**config.mk**
```make
export PLATFORM = sky130hd
export DESIGN_NAME = fetch_unit
export DESIGN_NICKNAME = d
export VERILOG_FILES = /design/src/rtl/fetch_unit.sv
export SDC_FILE = /design/constraint.sdc
export NUM_CORES = 1
export LEC_CHECK = 0
export ABC_AREA = 1
export CAP_MARGIN = 20
export CORE_UTILIZATION = 40
export DETAILED_ROUTE_END_ITERATION = 6
export GPL_ROUTABILITY_DRIVEN = 0
export PLACE_DENSITY = 0.83
export SETUP_SLACK_MARGIN = 0.5
export SLEW_MARGIN = 20
export SYNTH_ARGS = -nofsm -noshare
export SYNTH_HDL_FRONTEND = slang
export SYNTH_SLANG_ARGS = --single-unit
```
**constraint.sdc**
```tcl
create_clock -name i_clk -period 1.9 [get_ports i_clk]
set_input_delay 0.38 -clock i_clk [delete_from_list [all_inputs] [get_ports i_clk]]
set_output_delay 0.38 -clock i_clk [all_outputs]
set_load 0.03 [all_outputs]
```
**src/rtl/fetch_unit.sv**
```systemverilog
// fetch_unit: PC register, IF/ID register, redirect and optional edge-triggered interrupt entry (FETCH_INTERRUPT_EN)
module fetch_unit #(
    parameter int                ADDR_W       = 32,
    parameter int                INSTR_W      = 16,
    parameter logic [ADDR_W-1:0] RESET_VECTOR = '0,
    parameter logic [ADDR_W-1:0] INT_VECTOR   = 'h10
) (
    input  logic               i_clk,
    input  logic               i_reset_n,
    output logic [ADDR_W-1:0]  o_imem_addr,
    input  logic [INSTR_W-1:0] i_imem_data,
    input  logic               i_redirect,
    input  logic [ADDR_W-1:0]  i_redirect_pc,
    input  logic               i_int,
    input  logic               i_int_enable,
    input  logic               i_id_ready,
    output logic               o_valid,
    output logic [INSTR_W-1:0] o_instr,
    output logic [ADDR_W-1:0]  o_pc,
    output logic               o_int_ack,
    output logic [ADDR_W-1:0]  o_int_ret_pc
);
    logic [ADDR_W-1:0] pc;
    logic              advance;
    logic              take_int;

    assign o_imem_addr = pc;
    assign advance     = !o_valid || i_id_ready;

`ifdef FETCH_INTERRUPT_EN
    logic pending;
    logic int_prev;
    logic int_rise;
    logic int_seen;

    assign int_rise = i_int && !int_prev;
    assign int_seen = pending || int_rise;
    assign take_int = int_seen && i_int_enable && advance && !i_redirect;

    // Edge detect, pending flag and entry bookkeeping; an edge arriving while an
    // older pending request is being taken re-arms the flag
    always_ff @(posedge i_clk or negedge i_reset_n) begin
        if (!i_reset_n) begin
            int_prev     <= 1'b0;
            pending      <= 1'b0;
            o_int_ack    <= 1'b0;
            o_int_ret_pc <= '0;
        end else begin
            int_prev  <= i_int;
            o_int_ack <= take_int;
            pending   <= take_int ? (pending && int_rise) : int_seen;
            if (take_int)
                o_int_ret_pc <= pc;
        end
    end
`else
    logic unused_int;

    assign unused_int   = i_int ^ i_int_enable;
    assign take_int     = 1'b0;
    assign o_int_ack    = 1'b0;
    assign o_int_ret_pc = '0;
`endif

    // PC and IF/ID register: redirect beats interrupt entry beats advance, else hold
    always_ff @(posedge i_clk or negedge i_reset_n) begin
        if (!i_reset_n) begin
            pc      <= RESET_VECTOR;
            o_valid <= 1'b0;
            o_instr <= '0;
            o_pc    <= '0;
        end else if (i_redirect) begin
            pc      <= i_redirect_pc;
            o_valid <= 1'b0;
        end else if (take_int) begin
            pc      <= INT_VECTOR;
            o_valid <= 1'b0;
        end else if (advance) begin
            o_instr <= i_imem_data;
            o_pc    <= pc;
            o_valid <= 1'b1;
            pc      <= pc + ADDR_W'(1);
        end
    end
endmodule

```
## Yosys cells after proc, flatten, opt, wreduce, memory -nomap -nowiden

Index checks and enable logic that the tools add are counted.
Widths: inputs -> output; s select.

- Bitwise gates (word level): 1
- Add/subtract/negate cells: 1
- Muxes and demuxes: 4
- Reduce and logical (&&, ||, !) cells: 4

Operators by type and width:

| cell | count |
|---|---|
| $mux 32 | 2 |
| $add 32x1->32 const B | 1 |
| $mux 1 | 2 |
| $reduce_and 2->1 | 1 |
| $reduce_bool 2->1 | 1 |
| $logic_not 1->1 | 1 |
| $logic_or 1x1->1 | 1 |
| $not 1->1 | 1 |

- Flip-flop bits (word level): 81
- Word-level logic and storage cells: 14
- Input port bits: 54
- Output and inout port bits: 114

## Depth between registers and ports, before layout

Gate-level depths: netlist (run 1).

- Depth in word-level cells: 4
- Depth in mapped cells: 8
- Mapped depth without buffers: 8

## Worst setup path before layout (run 1)

Ideal clock, no wire load.

- Path kind: flip-flop to flip-flop
- Start: register pc[0] (netlist: o_imem_addr[0])
- End: register pc[30] (netlist: o_imem_addr[30])
- Clock period less this slack: 1.603 ns
- Data required time: 1.773 ns
- Library setup time: 0.127 ns
- Stages on the path, launching flop included: 9
- Buffers on the path: 0
- Setup slack: 0.297 ns
- Arrival time: 1.475 ns
- Cells stage by stage: dfrtp_1 > ha_1 > nand2_2 > nor2_4 > nand2_1 > nor2_2 > nand3_1 > nand2_1 > nand3_1

- Longest elaborated chain between the ends: 3

RTL lines:

| item | RTL line | text |
|---|---|---|
| start: declaration | 23 | `logic [ADDR_W-1:0] pc;` |
| start signal: assignment | 73 | `pc <= i_redirect_pc;` |
| start signal: assignment | 82 | `pc <= pc + ADDR_W'(1);` |
| $add 32x1->32 | 82 |  |
| $mux 32 | 78 | `end else if (advance) begin` |
| $mux 32 | 72 | `end else if (i_redirect) begin` |

Every way passes these cells. The select of a mux whose other input is x is not followed.
A chain may end at the register's enable or synchronous reset.

## Worst setup path after layout (run 1)

- Start: register pc[0] (netlist: o_imem_addr[0])
- End: output o_imem_addr[0]

RTL lines:

| item | RTL line | text |
|---|---|---|
| end: declaration | 10 | `output logic [ADDR_W-1:0] o_imem_addr,` |

No word-level cell between the ends.

==> results.ini, run 1 <==
[run_status]
status=finished clean

[placement]
dp_hpwl_um=8990
portBuffers=132
dpl_cell_area_um2=5720
place_ws_ns=-0.0130

[routing]
drt-pass1-iter-count=6
num_vias=4427
routed_via_density=5.10
drtIter0Drc=493
drc=0
routed_wl_um=13600
ant_nets=0
avgRoutedWirePerCell_um=15.6

[setup_path]
slowest_stage=dfrtp_2
path_max_fanout=5
end_kind=output port
cp.depth=2
critPathKind=reg2out
cp_num_buf_inv=2
critical_path.cell_chain=buf_4 > buf_6
worst-r2r-setup-slack_ns=0.40
worst_ep_arrival_time_ns=1.13
critPathTopFamily=flip-flops
reg2reg_to=o_imem_addr[26]
crit_path_max_incr_delay_ns=0.48
ff2ff_path_depth=8
cp-start-kind=flip-flop
worstPathRequired_ns=1.52
r2r_start=o_imem_addr[16]

[cells_and_area]
multi_input_area_um2=2030
final_cell_mix=156 x nand2_1, 63 x nor2_1, 57 x buf_2, 57 x dfrtp_1, 51 x buf_4
drive_gt1_share_pct=29.6
nNetsFinal=782
diodes=0
ff_latch_area_um2=2060
fillers=862
stdcell_area_um2=6090
final_common_cell=nand2_1
syn2layout_area_growth_pct=42.3

[pwr]
switchingPower_mw=1.94
powerDensity_nw_per_um2=836
p_leak_nw=2.89
pwr-share-seq_pct=42.2
combinationalPowerShare_pct=32.4
max-vdd-ir-drop_mv=0.370
clockPowerShare_pct=25.4
p_sw_share_pct=38.2
p_total_mw=5.09
intPower_mw=3.14

[sta]
period_share_pct=79.2
fmax_mhz=664
setup_viol=0
slew_violations=0
layout_min_cycle_time_ns=1.51
hold_viol_final=0
clock_skew_ns=0.00702
rsz0062_at_grt=yes
hold_slack_ns=0.00804
fin_ws_ns=0.394

[cts]
cts_made_buffers=9
cts_tree=yes
cts_root_buf=clkbuf_8
htreeDepth=3
hold_buffers=0
clk-insertion-delay-late_ns=0.37
cts_sinks=81
clkTransAtPathRegs_ns=0.09
clk_path_buf_depth=2

[synth]
synthesis.area_um2=4280
ys_ff_latch=81
ys_seq_area_share_pct=47.4
syn-mean-instance-area_um2=7.73
postSynthCellCount=553
synth.area.top_cells=dfrtp_1 47%, nand2_1 14%, nor2_1 6.8%
synth_top_area_share_pct=47.4
yosys_warnings=0
synth_top_area_cell=dfrtp_1
ys_types=33

[job]
maxCapViolCount=0

[floorplan]
dieHeight_um=105
start_util_pct=41.4
core_region_area_um2=10300
die_w_um=105
io-pin-count=168
dieArea_um2=11100
fp-row-count=37

[grt]
grt_first_pass_wirelength_um=20600
grt_pass1_vias=4124
grt_use_total_pct=23.4
grt_overflow=0
antenna_found_initial=0
grt_max_degree=82

[min_path]
min_path_type=in2async

[through the flow]
step	TNS (ns)	cells	utilization, %
floorplan	0	585	-
global placement	0	816	55.4
detailed placement	-0.0130	816	55.4
CTS	0	847	55.4
global route	0	868	59.0
finish	0	868	59.0
[flip-flops by register name, indices dropped and copies added, names as in the netlist]
| name | count |
|---|---|
| o_imem_addr | 32 |
| o_valid | 1 |
| o_instr | 16 |
| o_pc | 32 |
[power by group through the flow]
stage / combinational (mW) / sequential [mW] / clock (mW)
2_1_floorplan: 0.514 / 2.59 / 0
3_3_place_gp: 1.61 / 2.17 / 0
3_5_place_dp: 1.63 / 2.18 / 0
4_1_cts: 1.51 / 2.13 / 1.32
5_1_grt: 1.76 / 2.18 / 1.38
6_report: 1.65 / 2.15 / 1.29
[cells by family after synthesis]
| logic type | count (synthesis) | synth area share (%) |
|---|---|---|
| simple gates | 320 | 31.7 |
| buf+inv | 91 | 11.6 |
| xor+xnor | 2 | 0.410 |
| fa+ha+maj | 1 | 0.293 |
| compound gates | 57 | 8.48 |
| other cells | 1 | 0.0877 |
| flops | 81 | 47.4 |
[layer usage]
metal / GRT usage, % / part of all wire (%) / vias up
li1: - / - / 2070
met1: 31.6 / 41 / 2053
met2: 36.3 / 48 / 267
met3: 4.76 / 8.2 / 37
met4: 10.2 / 2.6 / 0
met5: 0 / 0 / -
[area by class of cell]
class / instances / share of cell area [%]
clock buffers: 10 / 2.10
clock inverters: 6 / 1.11
inverters: 39 / 2.49
multi-input cells: 413 / 33.4
flip-flops and latches: 81 / 33.8
well taps: 136 / 2.80
repair buffers: 183 / 24.3
[synth_stat cells]
cell       count
a21boi_0       1
a21oi_1        3
a22oi_1       23
a31oi_1        1
buf_1          1
buf_2         12
buf_4         35
buf_6          1
clkbuf_1       3
conb_1         1
dfrtp_1       81
ha_1           1
inv_1         37
inv_2          1
inv_4          1
nand2_1      162
nand2_2        5
nand3_1       51
nand3_2        1
nand3b_1       2
nand4_1        8
nor2_1        77
nor2_2         8
nor2_4         2
nor3_1         2
nor3b_1        1
o2111ai_1      1
o211ai_1       4
o21a_1         1
o21ai_0       21
o21ai_1        2
or2_2          1
xor2_1         2
[what timing repair did]
item | CTS | global route
setup buffers | 15 | 19
endpoints found under the setup margin | 111 | 73
gates cloned | 0 | 2
resized for setup | 443 | 74
hold endpoints to repair | 0 | 0
pin swaps | 4 | 10
[how the worst max path moves through the flow]
stage	startpoint	end
6_report	o_imem_addr[0]	o_imem_addr[0]
5_1_grt	o_imem_addr[16]	o_imem_addr[26]
4_1_cts	o_imem_addr[0]	o_imem_addr[26]
3_5_place_dp	i_redirect	o_imem_addr[2]
3_3_place_gp	i_redirect	o_imem_addr[14]
2_1_floorplan	o_imem_addr[0]	o_imem_addr[26]
[worst reg2reg max path, delay by kind of cell, from the launching register on]
family / cells / cell delay, ns
AND/OR/NAND/NOR: 7 / 0.87
flip-flops: 1 / 0.36
buffers and inverters: 1 / 0.16
Note: power is estimated with default switching activity, not from simulation.
==> run 2: changes to the inputs <==
==> constraint.sdc (replaced) <==
create_clock -name i_clk -period 1.5 [get_ports i_clk]
set_input_delay 0.3 -clock i_clk [delete_from_list [all_inputs] [get_ports i_clk]]
set_output_delay 0.3 -clock i_clk [all_outputs]
set_load 0.03 [all_outputs]
==> run 2 against run 1 <==
Compared with the run above:
- the flow now finishes with violations (DRC, hold timing, setup timing)
- final cell count increased by 14%
- sequential share of layout area is 9.7 points lower
- non-clock buffer count is 116 higher
- first-iteration DRC count up 63%
- setup slack got worse by 0.73 ns
- worst hold slack got worse by 0.16 ns
- critical path depth increased by 5
- design area increased by 41%
- die area did not move
- total power up 57%
- critical path type is now reg2reg
- highest routed layer unchanged
==> results.ini, run 2 (synthesized netlist as in run 1, its figures left out) <==
[run_status]
violations=DRC, hold timing, setup timing
status=finished with violations  ; was finished clean

[placement]
portBuffers=132  ; unchanged
place_ws_ns=-0.394  ; was -0.0130 ns
dp_hpwl_um=9520  ; was 8990 um

[floorplan]
core_region_area_um2=10300  ; unchanged
io-pin-count=168  ; unchanged
start_util_pct=41.4  ; unchanged
dieHeight_um=105  ; unchanged
die_w_um=105  ; unchanged
fp-row-count=37  ; unchanged
dieArea_um2=11100  ; unchanged

[cts]
cts_root_buf=clkbuf_8  ; unchanged
cts_tree=yes  ; unchanged
cts_sinks=81  ; unchanged
clk-insertion-delay-late_ns=0.40  ; was 0.37 ns
clk_path_buf_depth=2  ; unchanged
htreeDepth=3  ; unchanged
cts_made_buffers=9  ; unchanged
clkTransAtPathRegs_ns=0.09  ; about the same

[sta]
hold_viol_final=27  ; was 0
clock_skew_ns=0.0188  ; was 0.00702 ns
period_share_pct=122
fmax_mhz=546
setup_viol=27  ; was 0
layout_min_cycle_time_ns=1.83
fin_ws_ns=-0.331  ; was 0.394 ns
hold_slack_ns=-0.153  ; was 0.00804 ns
slew_violations=0  ; unchanged
rsz0062_at_grt=yes  ; unchanged

[setup_path]
worst_ep_arrival_time_ns=2.09  ; was 1.13 ns
ff2ff_path_depth=7  ; was 8
path_max_fanout=6  ; was 5
reg2reg_to=o_imem_addr[22]  ; was o_imem_addr[26]
end_kind=flip-flop  ; was output port
worstPathRequired_ns=1.75  ; was 1.52 ns
critPathKind=reg2reg  ; was reg2out
worst-r2r-setup-slack_ns=-0.33  ; was 0.40 ns
cp-start-kind=flip-flop  ; unchanged
r2r_start=o_imem_addr[15]  ; was o_imem_addr[16]

[pwr]
p_leak_nw=4.01  ; was 2.89 nW
powerDensity_nw_per_um2=931  ; was 836 nW/um^2
p_total_mw=7.97  ; was 5.09 mW
max-vdd-ir-drop_mv=0.648  ; was 0.370 mV

[routing]
drc=41  ; was 0
routed_via_density=6.03  ; was 5.10
num_vias=5968  ; was 4427
drtIter0Drc=805  ; was 493
ant_nets=0  ; unchanged
avgRoutedWirePerCell_um=23.4  ; was 15.6 um
drt-pass1-iter-count=7  ; was 6
routed_wl_um=23200  ; was 13600 um

[grt]
grt_max_degree=31  ; was 82
grt_use_total_pct=36.2  ; was 23.4%
grt_overflow=0  ; unchanged
grt_first_pass_wirelength_um=30200  ; was 20600 um
antenna_found_initial=0  ; unchanged
grt_pass1_vias=5543  ; was 4124

[min_path]
min_path_type=in2async  ; unchanged

[cells_and_area]
drive_gt1_share_pct=54.0  ; was 29.6%
final_cell_mix=108 x buf_4, 105 x buf_6, 103 x nand2_1  ; was 156 x nand2_1, 63 x nor2_1, 57 x buf_2, 57 x dfrtp_1, 51 x buf_4
nNetsFinal=904  ; was 782
syn2layout_area_growth_pct=100  ; was 42.3%
final_common_cell=buf_4  ; was nand2_1
diodes=0  ; unchanged

[job]
maxCapViolCount=0  ; unchanged

## run 2: cell count changes in the layout (fill, tap and decap cells not counted), moves of 21 or more
cell	change
nor2_4	+21
buf_2	-57
buf_6	+86
nand2_2	+29
nand2_4	+23
nor2_1	-30
buf_4	+57
nand2_1	-53
## run 2: stage by stage
stage / setup TNS (ns) / hold WS, ns / instances / instance area [um^2] / utilization (%)
2_1_floorplan: 0 / 0.00441 / 585 / 4620 / -
3_3_place_gp: -14.07 / 0.275 / 835 / 6050 / 58.6
3_5_place_dp: -16.52 / 0.277 / 835 / 6050 / 58.6
4_1_cts: 0 / -0.124 / 947 / 7750 / 75.0
5_1_grt: -3.31 / -0.134 / 990 / 8560 / 82.9
6_report: -2.96 / -0.153 / 990 / 8560 / 82.9
## run 2: worst max-delay path: stages (launching register included)
cell and delay [ns]:
dfrtp_2 0.48, nand2_1 0.21, nor2_1 0.23, nand2_1 0.16, nor2_1 0.31, nand2_2 0.10
nand3_2 0.09, nand3_1 0.11
## run 2: final cells by class
type	instances	area (um^2)
flip-flops and latches	81	2060
repair buffers	299	3250
repair inverters	3	38.8
inverters	39	169
fillers	500	1760
clock inverters	3	15.0
multi-input cells	416	2700
well taps	136	170
clock buffers	13	159
## run 2: where the power goes
group,switching [mW],leakage (nW),internal [mW],total [mW]
sequential,0.327,0.953,2.47,2.80
clock,0.895,0.0932,0.686,1.58
combinational,1.93,2.96,1.66,3.59
total,3.16,4.01,4.82,7.97
## run 2: per-layer routing
layer	GRT usage (%)	share of wire [%]
met3	10.4	12
met4	22.8	8.0
met2	58.1	45
met5	0	0
met1	42.5	35
## run 2: how the worst max path moves through the flow
stage / startpoint / to / slack [ns] / depth (start not counted)
2_1_floorplan: o_imem_addr[0] / o_imem_addr[26] / 0.11 / 8
3_3_place_gp: i_redirect / o_imem_addr[17] / -0.37 / 6
3_5_place_dp: i_redirect / o_imem_addr[17] / -0.39 / 6
4_1_cts: o_imem_addr[2] / o_imem_addr[2] / 0.06 / 1
5_1_grt: o_imem_addr[15] / o_imem_addr[22] / -0.25 / 7
6_report: o_imem_addr[15] / o_imem_addr[22] / -0.33 / 7
## run 2: repair_timing
item	CTS	global route
pin swaps	29	28
resized for setup	669	127
endpoints found under the setup margin	161	161
hold endpoints to repair	27	27
cloned	15	0
buffers inserted	81	43
